===== config.mk =====
export PLATFORM = sky130hd
export DESIGN_NAME = exe_issue_scheduler
export DESIGN_NICKNAME = d
export VERILOG_FILES = /design/src/rtl/exe_issue_scheduler.sv
export SDC_FILE = /design/constraint.sdc
export NUM_CORES = 1
export LEC_CHECK = 0
export CAP_MARGIN = 30
export CORE_AREA = 2 2 92 94
export CTS_CLUSTER_DIAMETER = 40
export CTS_CLUSTER_SIZE = 16
export DETAILED_ROUTE_END_ITERATION = 10
export DIE_AREA = 0 0 94 96
export PLACE_DENSITY = 0.48
export SYNTH_ARGS = -nofsm -noshare
export SYNTH_HDL_FRONTEND = slang
export SYNTH_SLANG_ARGS = --single-unit

===== constraint.sdc =====
create_clock -name clk_i -period 7.6 [get_ports clk_i]
set_input_delay 2.28 -clock clk_i [delete_from_list [all_inputs] [get_ports clk_i]]
set_output_delay 2.28 -clock clk_i [all_outputs]
set_load 0.05 [all_outputs]

===== src/rtl/exe_issue_scheduler.sv =====
// Issue scheduler for the multi-latency exe stage: writeback reservation table plus pending-rd hazard check.
// Optional stall counters are built when SCHED_PERF_EN is defined.

module exe_sched_slot_chk (
  input  logic       vld,
  input  logic       we,
  input  logic [4:0] rd,
  input  logic       rs1_used,
  input  logic [4:0] rs1,
  input  logic       rs2_used,
  input  logic [4:0] rs2,
  input  logic       iss_we,
  input  logic [4:0] iss_rd,
  output logic       hz
);
  // x0 is filtered on the pending side, so a source or dest of x0 never matches
  assign hz = vld & we & (rd != 5'd0) &
              ((rs1_used & (rs1 == rd)) | (rs2_used & (rs2 == rd)) | (iss_we & (iss_rd == rd)));
endmodule

module exe_issue_scheduler #(
  parameter int MAX_EXE_STAGES = 4,
  parameter int LAT_W          = $clog2(MAX_EXE_STAGES+1),
  parameter int CNT_W          = 32
) (
  input  logic             clk_i,
  input  logic             rst_i,
  input  logic             issue_valid_i,
  output logic             issue_ready_o,
  input  logic [LAT_W-1:0] issue_lat_i,
  input  logic             issue_we_i,
  input  logic [4:0]       issue_rd_i,
  input  logic             issue_rs1_used_i,
  input  logic [4:0]       issue_rs1_i,
  input  logic             issue_rs2_used_i,
  input  logic [4:0]       issue_rs2_i,
  output logic             stall_struct_o,
  output logic             stall_raw_o,
  output logic             wb_valid_o,
  output logic             wb_we_o,
  output logic [4:0]       wb_rd_o,
  output logic             busy_o
`ifdef SCHED_PERF_EN
  ,
  output logic [CNT_W-1:0] stall_struct_cnt_o,
  output logic [CNT_W-1:0] stall_raw_cnt_o
`endif
);
  localparam int S = MAX_EXE_STAGES;

  // Index k holds the entry retiring k cycles from now; index 0 is the retiring (wb) entry.
  logic [S:0]      vld_pipe;
  logic [S:0]      we_pipe;
  logic [S:0][4:0] rd_pipe;

  logic [LAT_W-1:0] lat_eff;
  logic [S:0]       hz;
  logic [S:1]       ins;
  logic             slot_busy;
  logic             raw_hit;
  logic             fire;

  always_comb begin
    lat_eff = issue_lat_i;
    if (issue_lat_i == '0)
      lat_eff = LAT_W'(1);
    else if (issue_lat_i > LAT_W'(S))
      lat_eff = LAT_W'(S);
  end

  for (genvar k = 0; k <= S; k++) begin : g_slot
    exe_sched_slot_chk u_chk (
      .vld      (vld_pipe[k]),
      .we       (we_pipe[k]),
      .rd       (rd_pipe[k]),
      .rs1_used (issue_rs1_used_i),
      .rs1      (issue_rs1_i),
      .rs2_used (issue_rs2_used_i),
      .rs2      (issue_rs2_i),
      .iss_we   (issue_we_i),
      .iss_rd   (issue_rd_i),
      .hz       (hz[k])
    );
  end

  assign slot_busy      = vld_pipe[lat_eff];
  assign raw_hit        = |hz;
  assign issue_ready_o  = ~(slot_busy | raw_hit);
  assign stall_struct_o = issue_valid_i & slot_busy;
  assign stall_raw_o    = issue_valid_i & raw_hit;
  assign fire           = issue_valid_i & issue_ready_o;

  always_comb begin
    ins = '0;
    for (int k = 1; k <= S; k++)
      ins[k] = fire && (lat_eff == LAT_W'(k));
  end

  // New entry lands one below its latency slot because the whole table shifts this edge;
  // fire is only possible when that slot is empty, so the merge never collides.
  always_ff @(posedge clk_i) begin
    if (rst_i) begin
      vld_pipe <= '0;
      we_pipe  <= '0;
      rd_pipe  <= '0;
    end else begin
      for (int k = 0; k < S; k++) begin
        vld_pipe[k] <= vld_pipe[k+1] | ins[k+1];
        we_pipe[k]  <= ins[k+1] ? issue_we_i : we_pipe[k+1];
        rd_pipe[k]  <= ins[k+1] ? issue_rd_i : rd_pipe[k+1];
      end
      vld_pipe[S] <= 1'b0;
      we_pipe[S]  <= 1'b0;
      rd_pipe[S]  <= 5'd0;
    end
  end

  assign wb_valid_o = vld_pipe[0];
  assign wb_we_o    = we_pipe[0];
  assign wb_rd_o    = rd_pipe[0];
  assign busy_o     = |vld_pipe;

`ifdef SCHED_PERF_EN
  always_ff @(posedge clk_i) begin
    if (rst_i) begin
      stall_struct_cnt_o <= '0;
      stall_raw_cnt_o    <= '0;
    end else begin
      if (stall_struct_o && (stall_struct_cnt_o != '1))
        stall_struct_cnt_o <= stall_struct_cnt_o + 1'b1;
      if (stall_raw_o && (stall_raw_cnt_o != '1))
        stall_raw_cnt_o <= stall_raw_cnt_o + 1'b1;
    end
  end
`endif

endmodule

### Word level (Yosys, flattened, before mapping)

Cells that the tools add are included.

* bitwise gates (word level): 49
* reduce and logical (&&, ||, !) cells: 12
* add/subtract/negate cells: 0
* $lt $le $gt $ge: 2
* equal/unequal tests: 19
* mux-type cells: 12
* multipliers: 0
* shift-type cells: 0
* divide/modulo/power cells: 0

Operator list (count)
* $eq A5 B5 Y1: 15
* $and A1 B1 Y1: 33
* $reduce_bool A5 Y1: 5
* $mux W5: 4
* $or A1 B1 Y1: 15
* $reduce_or A5 Y1: 2
* $eq A3 B2 Y1 const B: 2
* $mux W3: 2
* $mux W1: 5
* $logic_and A1 B1 Y1: 4
* $lt A3 B4 Y1 const B: 1
* $bmux W1 S3: 1
* $eq A3 B1 Y1 const B: 1
* $eq A3 B3 Y1 const B: 1
* $gt A3 B3 Y1 const B: 1
* $logic_not A3 Y1: 1
* $not A1 Y1: 1

* input bits: 24
* latch bits: 0
* output and inout bits: 11
* flip-flop bits (word level): 35
* logic and storage cells: 103
* memories kept: 0
* bits in read-only memories: 0
* RAM bits: 0

### Depth between registers and ports, before layout

Gate-level depths: netlist (run 1).

* depth after elaboration: 11
* mapped depth: 8
* gate-level depth less buffers: 7

### By module

From an unflattened synthesis (run 1), not the netlist that was laid out.

* cells, all modules: 231
* area, all modules: 2180.8 sq um

By module, submodules not included
* exe_issue_scheduler: area each 1148.6 sq um, cells an instance 111, sequential area each 560.5 sq um, instances 1
* exe_sched_slot_chk: area each 206.4 sq um, cells an instance 24, sequential area each 0.0 sq um, instances 5

### Least setup slack after synthesis (run 1)

OpenSTA, ideal clock, no wires.

* path type: input to output
* from: in issue_rd_i[3]
* to: out issue_ready_o
* path buffers: 1
* setup slack: 1154 ps
* data required time: 5320 ps
* arrival time: 4166 ps
* stages on the path: 7
* path through: buf_2 -> xor2_1 -> nor4_1 -> nand3_1 -> and3_1 -> o22ai_4 -> nor3_1

* cells in the longest elaborated chain, start to end: 7
* elaborated cells on any way between the ends: 23
* classes of those cells: eq/ne: 5; bitwise: 17; reduce/logical: 1

Ends and longest elaborated chain
* start, declared: line 32 `input logic [4:0] issue_rd_i,`
* $eq A5 B5 Y1: line 18 `((rs1_used & (rs1 == rd)) | (rs2_used & (rs2 == rd)) | (iss_we & (iss_rd == rd)));`
* $and A1 B1 Y1: line 18
* $or A1 B1 Y1: line 18
* $and A1 B1 Y1: line 17 `assign hz = vld & we & (rd != 5'd0) &`
* $reduce_or A5 Y1 *: line 87 `assign raw_hit = |hz;`
* $or A1 B1 Y1 *: line 88 `assign issue_ready_o = ~(slot_busy | raw_hit);`
* $not A1 Y1 *: line 88
* end, declared: line 29 `output logic issue_ready_o,`

Every way passes the cells marked *; elsewhere a longest branch is shown, timed or not.

### Final worst setup path (run 1)

Ends and elaborated chain as after synthesis.

==> run_results.csv, run 1 <==
group,metric,value,unit
pwr,seq_power_share,50.9,%
routing,drc,0,
cts,cts.clk_slew.worst_paths,0.10,ns
synthesis,seq_area_frac_synth,28.6,%
pwr,ir_worst_vdd,0.0604,mV
synthesis,syn_inst,204,
placed_design,place_congestion,0.788,
timing,fin_crit,7.06,ns
pwr,switchingPower,90.6,uW
cts,htree_levels,1,
grt,antenna_found_initial,0,
timing,hold_violations,0,
pwr,power_density,127,nW/um2
cts,cts_tree,"built",
pwr,p_leak,0.000905,uW
synthesis,yosys.cell_types.count,29,
floorplan,design.core.area,8050,um2
finish,stdcell_count,340,
finish,final_nets,261,
setup_path,path_max_fanout,6,
hold_path,hp-class,"register to register",
grt,gr-total-overflow,0,
job,drv_cap,0,
timing,finalMaxSlewViolations,0,
grt,grt_pass1_wl,8280,um
placed_design,dpl.hpwl,4170,um
routing,vias,1549,
finish,synthToLayoutAreaGrowth,25.0,%
setup_path,start_kind,"primary input",
status,status,"finished clean",
grt,grt_pass1_vias,1537,
cts,cts_setup_buffers,0,
setup_path,reg2reg_slack,5.30,ns
routing,wl_per_cell,15.6,um
pwr,swShare,29.0,%
cts,cts-resized-gates,0,
finish,stdcell_area,2450,um2
synthesis,ys_ff_latch,28,
grt,grt_util_met3,1.49,%
timing,setup_violations,0,
setup_path,crit_arrival,4.78,ns
pwr,intPower,221,uW
routing,dr.pass1.iters,4,
cts,cts_buffers,3,
placed_design,dpl.cell_count,337,
finish,num_antenna_cells,0,
floorplan,io_pins,35,
timing,min_period_over_period,92.8,%
grt,grt_util_met2,17.8,%
cts,clock_path_buffers,2,
synthesis,ys.warnings.count,0,
synthesis,synth_nets,228,
routing,drt_wl_total,5300,um
routing,routed_via_density,4.56,
timing,rsz0062_at_grt,"no",
floorplan,rows,33,
finish,utilization,30.4,%
setup_path,end_kind,"primary output",
floorplan,die_w,94,um
grt,busiest_layer,"met1",
cts,clock_sinks,28,
floorplan,initial_core_util,24.3,%
setup_path,worst-setup-path-type,"primary input to primary output",
grt,grt_util_all_layers,12.0,%
setup_path,required,5.32,ns
timing,max_freq,142,MHz
timing,relSlewSlack,46.2,%
floorplan,dieArea,9020,um2
grt,grt_util_met1,18.4,%
routing,drtIter0Drc,107,
timing,worst_slew_pin_slew,0.804,ns
pwr,pwr-share-clk,25.8,%
timing,fin_setup_tns,0,ns
placed_design,port_buffers,34,
floorplan,fp.dieH,96,um
cts,hold_buffers,0,
synthesis,syn_avg_cell_area,9.60,um2
grt,grt_max_degree,29,
finish,drive_gt1_share,7.66,%
placed_design,dpl-instance-area,2410,um2
timing,skew,0.00924,ns
cts,cts_root_buf,"clkbuf_8",
pwr,combPwrFrac,23.3,%
routing,ant_nets,0,
cts,insertion_delay,0.27,ns
synthesis,synth_area,1960,um2
-- cells by family after synthesis --
group           share of synthesized area (%)
simple gates                             26.2
mux                                      9.71
xor+xnor                                 26.8
flops                                    28.6
buf+inv                                  2.04
compound gates                           6.64
-- cell usage after synthesis (all sizes together) --
cell type	n	area [um2]
xor2	48	420
dfxtp	28	561
nand2b	23	144
mux2i	19	190
nand3	13	65.1
nor4	13	96.3
xnor2	12	105
and2	7	43.8
buf	6	28.8
or4	5	37.5
and3	4	25.0
nor3	4	53.8
o211ai	4	50.1
clkbuf	2	7.51
nand2	2	7.51
nor2	2	7.51
o21ba	2	20.0
o22ai	2	40.0
a211oi	1	7.51
a21oi	1	5.00
inv	1	3.75
nand4b	1	8.76
nor2b	1	6.26
o21a	1	7.51
or2b	1	7.51
or4b	1	10.0
-- metal layers --
metal | wire [um] | part of all wire, % | vias up
met5 | 0 | 0 | -
met4 | 51 | 0.96 | 0
met3 | 275 | 5.2 | 5
met2 | 2210 | 42 | 40
met1 | 2760 | 52 | 728
li1 | - | - | 776
-- cell type report --
class                   count  area [um2]
clock buffers               3        41.3
fillers                   845        5600
inverters                   1        3.75
multi-input cells         167        1360
flip-flops and latches     28         561
well taps                 105         131
repair buffers             36         353
-- placed cells by master, fill, tap and decap left out, types with 3 or more instances in the layout --
cell type	instances
nand2b_1	23
nor3_4	3
xnor2_1	12
clkdlybuf4s50_1	33
nor4_1	12
or4_1	5
buf_4	3
and3_1	4
nand3_1	13
and2_1	7
clkbuf_8	3
mux2i_1	19
o211ai_2	4
xor2_1	48
dfxtp_1	28
-- state kept, by name, summed over array words and instances, names as in the netlist --
name and cells:
rd_pipe 15, vld_pipe 4, wb_rd_o 5, we_pipe 4
-- power by group through the flow --
stage,Combinational (uW),Sequential (uW),Clock [uW]
2_1_floorplan,41.1,164,0
3_3_place_gp,73.3,162,0
3_5_place_dp,73.3,162,0
4_1_cts,73.6,159,83.5
5_1_grt,78.8,160,88.9
6_report,72.8,159,80.5
-- critical path, stage by stage --
cell             delay, ns
clkdlybuf4s50_1       0.59
xor2_1                0.24
nor4_1                0.31
nand3_1               0.16
and3_1                0.23
o22ai_4               0.18
nor3_1                0.07
clkdlybuf4s50_1       0.72
-- per-stage QoR --
stage                     setup WS, ns  hold slack [ns]  total power (uW)
after detailed placement         0.513            0.482               236
after floorplan                   1.15            0.458               205
after global routing             0.394            0.518               327
after CTS                        0.499            0.495               316
after global placement           0.506            0.471               236
final                            0.545            0.489               312
-- final timing paths --
kind                                 endpoint  cells after the start     startpoint
worst max register to register    rd_pipe[14]                      6     wb_rd_o[0]
worst min register to register     we_pipe[2]                      2     we_pipe[3]
worst min-delay path               we_pipe[2]                      2     we_pipe[3]
worst max-delay path            issue_ready_o                      8  issue_rd_i[3]
No activity file was read; power rests on OpenSTA's default activity.
==> run 2, diff against run 1 <==
Settings changed: CORE_AREA 2 2 92 94 to 2 2 62 64, DIE_AREA 0 0 94 96 to 0 0 64 66, PLACE_DENSITY 0.48 to 0.88, SLEW_MARGIN set to 20.
==> run 2 against run 1 <==
Sequential power about the same. Final area down 3.1%. Routed wire length shrank 12%. Core utilization increased by 36 points. Clock-buffer cell count rose by 1. Clock skew decreased by 0.0011 ns. Critical endpoint unchanged. Highest routed layer unchanged.
==> run_results.csv, run 2 (synthesis results as in run 1) <==
group,metric,value,unit
status,status,"finished clean",
routing,vias,1612,
routing,drtIter0Drc,112,
pwr,ir_worst_vdd,0.0970,mV
cts,cts_tree,"built",
timing,relSlewSlack,48.5,%
setup_path,rr_startpoint,"rd_pipe[5]",
cts,cts_root_buf,"clkbuf_4",
finish,final_nets,261,
timing,skew,0.00816,ns
finish,largest_reg_flops,15,
routing,drc,0,
pwr,switchingPower,88.3,uW
grt,grt_pass1_wl,7890,um
timing,finalMaxSlewViolations,0,
cts,clock_sinks,28,
finish,num_antenna_cells,0,
finish,drive_gt1_share,8.05,%
floorplan,die_w,64,um
setup_path,required,5.32,ns
cts,cts_buffers,3,
hold_path,hp-class,"register to register",
setup_path,start_kind,"primary input",
floorplan,rows,22,
finish,final_common_cell,"xor2_1",
routing,dr.pass1.iters,4,
cts,cts_setup_buffers,0,
finish,layout_common_cells,"xor2_1 (48), clkdlybuf4s50_1 (33), dfxtp_1 (28)",
pwr,combPwrFrac,24.0,%
setup_path,crit_top_cell,"clkdlybuf4s50_1",
pwr,p_leak,0.000905,uW
setup_path,reg2reg_slack,5.30,ns
timing,hold_violations,0,
setup_path,reg2regPathDepth,6,
floorplan,io_pins,35,
timing,fin_setup_tns,0,ns
cts,hold_buffers,0,
grt,grt_pass1_vias,1567,
grt,antenna_found_initial,0,
setup_path,cp_slowest_cell,"clkdlybuf4s50_1",
cts,cts-resized-gates,0,
setup_path,worst-setup-path-type,"primary input to primary output",
grt,grt_max_degree,29,
grt,grt_util_all_layers,24.2,%
timing,fin_ws,0.626,ns
timing,max_freq,143,MHz
setup_path,crit_chain,"clkdlybuf4s50_1, xor2_1, nor4_1, nand3_1, and3_1, o22ai_4, nor3_1, clkdlybuf4s50_1",
setup_path,crit_arrival,4.69,ns
timing,worst_slew_pin_slew,0.770,ns
job,drv_cap,0,
setup_path,cpPeakStageDelay,0.71,ns
timing,min_period_over_period,91.8,%
placed_design,place_ws,0.624,ns
placed_design,dpl-instance-area,2340,um2
routing,drt_wl_total,4670,um
routing,ant_nets,0,
pwr,power_density,128,nW/um2
finish,top_register,"rd_pipe",
floorplan,fp.dieH,66,um
finish,synthToLayoutAreaGrowth,21.1,%
routing,wl_per_cell,16.4,um
placed_design,port_buffers,34,
cts,insertion_delay,0.33,ns
pwr,intPower,215,uW
floorplan,dieArea,4220,um2
pwr,pwr-share-clk,23.8,%
pwr,finalPower,304,uW
cts,cts.clk_slew.worst_paths,0.15,ns
hold_path,worstHoldStart,"we_pipe[1]",
placed_design,dpl.hpwl,3700,um
timing,fin_crit,6.97,ns
pwr,seq_power_share,52.2,%
pwr,swShare,29.1,%
finish,stdcell_area,2370,um2
setup_path,path_max_fanout,6,
setup_path,startpoint,"issue_rd_i[3]",
setup_path,end_kind,"primary output",
setup_path,endpoint,"issue_ready_o",
timing,rsz0062_at_grt,"no",
cts,clock_path_buffers,2,
timing,setup_violations,0,
setup_path,r2r_end,"rd_pipe[12]",
cts,htree_levels,1,
placed_design,place_congestion,1.04,
grt,gr-total-overflow,0,
floorplan,design.core.area,3550,um2
floorplan,initial_core_util,55.2,%
routing,routed_via_density,5.68,
==> run 2: changes by cell type in the layout (fill, tap and decap cells not counted) <==
cell	delta
clkbuf_4	+3
clkbuf_8	-2
==> run 2: final cells by class <==
cell class	instances	area (um2)
Clock buffer	4	36.3
Fill cell	287	1180
Inverter	1	3.75
Multi-Input combinational cell	167	1360
Sequential cell	28	561
Tap cell	48	60.1
Timing Repair Buffer	36	353
==> run 2: worst min-delay path by stage <==
stage	end	slack [ns]	cells after the start
floorplan	vld_pipe[0]	0.46	2
CTS	we_pipe[1]	0.50	2
detailed placement	we_pipe[1]	0.48	2
finish	we_pipe[0]	0.50	2
global placement	we_pipe[2]	0.47	2
global route	we_pipe[0]	0.52	2
==> run 2: metrics by stage <==
step	utilization (%)	std cells	hold WS (ns)
after global routing	66.8	284	0.524
final	66.8	284	0.495
after detailed placement	65.8	280	0.477
after floorplan	-	204	0.458
after global placement	65.8	280	0.472
after CTS	66.8	284	0.496
==> run 2: per-layer routing <==
| metal | global-route usage (%) | vias up | wire length (um) |
|---|---|---|---|
| met1 | 34.4 | 768 | 2130 |
| met2 | 38.8 | 57 | 2160 |
| met5 | 0 | - | 0 |
| li1 | - | 777 | - |
| met4 | 6.52 | 0 | 89 |
| met3 | 2.73 | 10 | 292 |
==> run 2: critical path, delay by kind of cell <==
family | cells | cell delay, ns
and+or+nand+nor | 4 | 0.74
AOI/OAI and AO/OA | 1 | 0.18
xor gates and xnor gates | 1 | 0.23
buffers and inverters | 2 | 1.28
==> run 2: power groups by stage <==
stage / combinational [uW] / clock, uW / sequential (uW)
after floorplan: 41.1 / 0 / 164
after global placement: 71.7 / 0 / 161
after detailed placement: 72.6 / 0 / 162
after CTS: 72.9 / 73.7 / 158
after global routing: 78.9 / 80.4 / 159
final: 72.9 / 72.3 / 159
==> run 3, diff against run 2 <==
Settings changed: CORE_AREA 2 2 62 64 to 2 2 65 67, DIE_AREA 0 0 64 66 to 0 0 67 69, SYNTH_HIERARCHICAL set to 1.
==> run 3 against run 2 <==
Clock-buffer cell count did not move. Critical endpoint is now stall_raw_o. Combinational power rose by 23%. Synthesized area rose by 11%. Non-clock buffer count fell by 1. Hold slack got worse by 0.0040 ns. Total power rose by 12%. Worst setup slack got worse by 0.25 ns. First-iteration DRC count fell by 23%. Via count rose by 12%. Global-route usage rose by 0.78 points. Die area rose by 9.4%.
==> run_results.csv, run 3 <==
group,metric,value,unit
timing,fin_ws,0.374,ns
timing,fin_setup_tns,0,ns
finish,final_nets,308,
routing,drt_wl_total,5300,um
cts,htree_levels,1,
setup_path,worst-setup-path-type,"primary input to primary output",
cts,cts_tree,"built",
cts,hold_buffers,0,
timing,finalMaxSlewViolations,0,
finish,stdcell_count,333,
grt,grt_pass1_wl,8980,um
synthesis,synthTopCellsByArea,"dfxtp_1 (26%), xor2_1 (24%), mux2i_1 (8.7%), nand2b_1 (6.9%), xnor2_1 (6.0%)",
synthesis,synth_top_cell_area_share,25.7,%
setup_path,reg2reg_slack,5.07,ns
pwr,ir_worst_vdd,0.116,mV
routing,ant_nets,0,
pwr,finalPower,340,uW
routing,drtIter0Drc,86,
finish,drive_gt1_share,7.42,%
grt,antenna_found_initial,0,
floorplan,io_pins,35,
finish,final_common_cell,"xor2_1",
cts,insertion_delay,0.27,ns
setup_path,end_kind,"primary output",
pwr,p_leak,0.00122,uW
timing,hold_violations,0,
timing,relSlewSlack,52.4,%
synthesis,yosys.cell_types.count,27,
synthesis,seq_area_frac_synth,25.7,%
synthesis,synthArstFlopShare,0,%
finish,top_register,"rd_pipe",
setup_path,crit_arrival,4.95,ns
timing,fin_crit,7.23,ns
timing,worst_slew_pin_slew,0.712,ns
placed_design,dpl.cell_count,329,
setup_path,r2r_end,"we_pipe[2]",
timing,skew,0.00610,ns
floorplan,design.core.area,3910,um2
synthesis,syn_inst,231,
synthesis,synth.most_common_cell,"xor2_1",
placed_design,place_ws,0.386,ns
timing,setup_violations,0,
synthesis,ys_ff_latch,28,
setup_path,reg2regPathDepth,6,
grt,gr-total-overflow,0,
finish,largest_reg_flops,15,
status,status,"finished clean",
hold_path,worstHoldStart,"we_pipe[1]",
grt,grt_max_degree,29,
synthesis,ys.warnings.count,6,
timing,min_period_over_period,95.1,%
setup_path,path_max_fanout,6,
setup_path,start_kind,"primary input",
synthesis,synth_area,2180,um2
finish,layout_common_cells,"xor2_1 (60), clkdlybuf4s50_1 (33), dfxtp_1 (28)",
job,drv_cap,0,
timing,max_freq,138,MHz
floorplan,fp.dieH,69,um
floorplan,die_w,67,um
cts,cts_buffers,3,
setup_path,endpoint,"stall_raw_o",
synthesis,synth_top_area_cell,"dfxtp_1",
routing,vias,1801,
floorplan,initial_core_util,55.7,%
routing,drc,0,
finish,num_antenna_cells,0,
grt,grt_util_all_layers,25.0,%
cts,cts_setup_buffers,0,
grt,grt_pass1_vias,1978,
placed_design,place_congestion,0.911,
setup_path,required,5.32,ns
finish,utilization,68.3,%
cts,clock_sinks,28,
setup_path,startpoint,"issue_rd_i[3]",
cts,clock_path_buffers,2,
hold_path,holdPathStages,2,
synthesis,synth_edf_count,0,
cts,cts_root_buf,"clkbuf_8",
floorplan,rows,23,
routing,dr.pass1.iters,4,
setup_path,rr_startpoint,"rd_pipe[13]",
pwr,power_density,127,nW/um2
routing,wl_per_cell,15.9,um
synthesis,syn_avg_cell_area,9.44,um2
floorplan,dieArea,4620,um2
placed_design,port_buffers,34,
timing,rsz0062_at_grt,"no",
cts,cts-resized-gates,0,
synthesis,yosys-top-cells-count,"xor2_1 (60), dfxtp_1 (28), nand2b_1 (24)",
placed_design,dpl.hpwl,4260,um
hold_path,hp-class,"register to register",
finish,fillers,306,
finish,synthToLayoutAreaGrowth,22.6,%
cts,cts.clk_slew.worst_paths,0.09,ns
routing,routed_via_density,5.41,
synthesis,synth-main-ff-cell,"dfxtp_1",
[run 3: power by group]
part | internal (uW) | switching, uW | total [uW]
combinational | 40.5 | 49.0 | 89.4
sequential | 151 | 8.05 | 159
clock | 46.4 | 44.9 | 91.3
[run 3: final cells by class]
class                      instances  area [um2]  share of cell area [%]
tap                               50        62.6                    2.34
clock buffer                       4        55.1                    2.06
timing repair buffer              35         345                    12.9
sequential                        28         561                    21.0
inverter                           2        7.51                   0.281
multi-input combinational        214        1640                    61.4
[run 3: critical path, cell delays in order]
cell,delay (ns)
clkdlybuf4s50_1,0.57
xor2_1,0.21
nor4_1,0.31
and3_1,0.21
a31oi_1,0.06
a21oi_2,0.23
nor2_1,0.09
nand2_1,0.08
and2_1,0.12
clkdlybuf4s50_1,0.79
[run 3: cells by family (layout without fill, tap and decap cells)]
logic type,after synthesis,after routing,share of synthesized area [%]
AO/OA/AOI/OAI,19,19,6.37
other,1,22,0.172
flip-flops,28,28,25.7
AND/OR/NAND/NOR,79,79,26.3
XOR/XNOR,75,75,30.1
buffers and inverters,10,41,2.58
multiplexers,19,19,8.72
[run 3: worst min-delay path by stage]
stage / end / slack [ns]
3_5_place_dp: we_pipe[0] / 0.48
3_3_place_gp: we_pipe[1] / 0.46
6_report: we_pipe[0] / 0.49
5_1_grt: we_pipe[0] / 0.53
4_1_cts: we_pipe[0] / 0.49
2_1_floorplan: we_pipe[2] / 0.45
[run 3: per-layer routing]
metal / GRT usage (%) / share of wire (%) / up-vias
li1: - / - / 882
met1: 30.0 / 42 / 855
met2: 42.8 / 51 / 50
met3: 3.43 / 4.7 / 14
met4: 11.6 / 2.7 / 0
met5: 0 / 0 / -
[run 3: metrics by stage]
| stage | hold slack (ns) | instance area, um2 |
|---|---|---|
| 3_3_place_gp | 0.463 | 2620 |
| 3_5_place_dp | 0.478 | 2620 |
| 6_report | 0.491 | 2670 |
| 4_1_cts | 0.493 | 2670 |
| 5_1_grt | 0.526 | 2670 |
| 2_1_floorplan | 0.453 | 2260 |
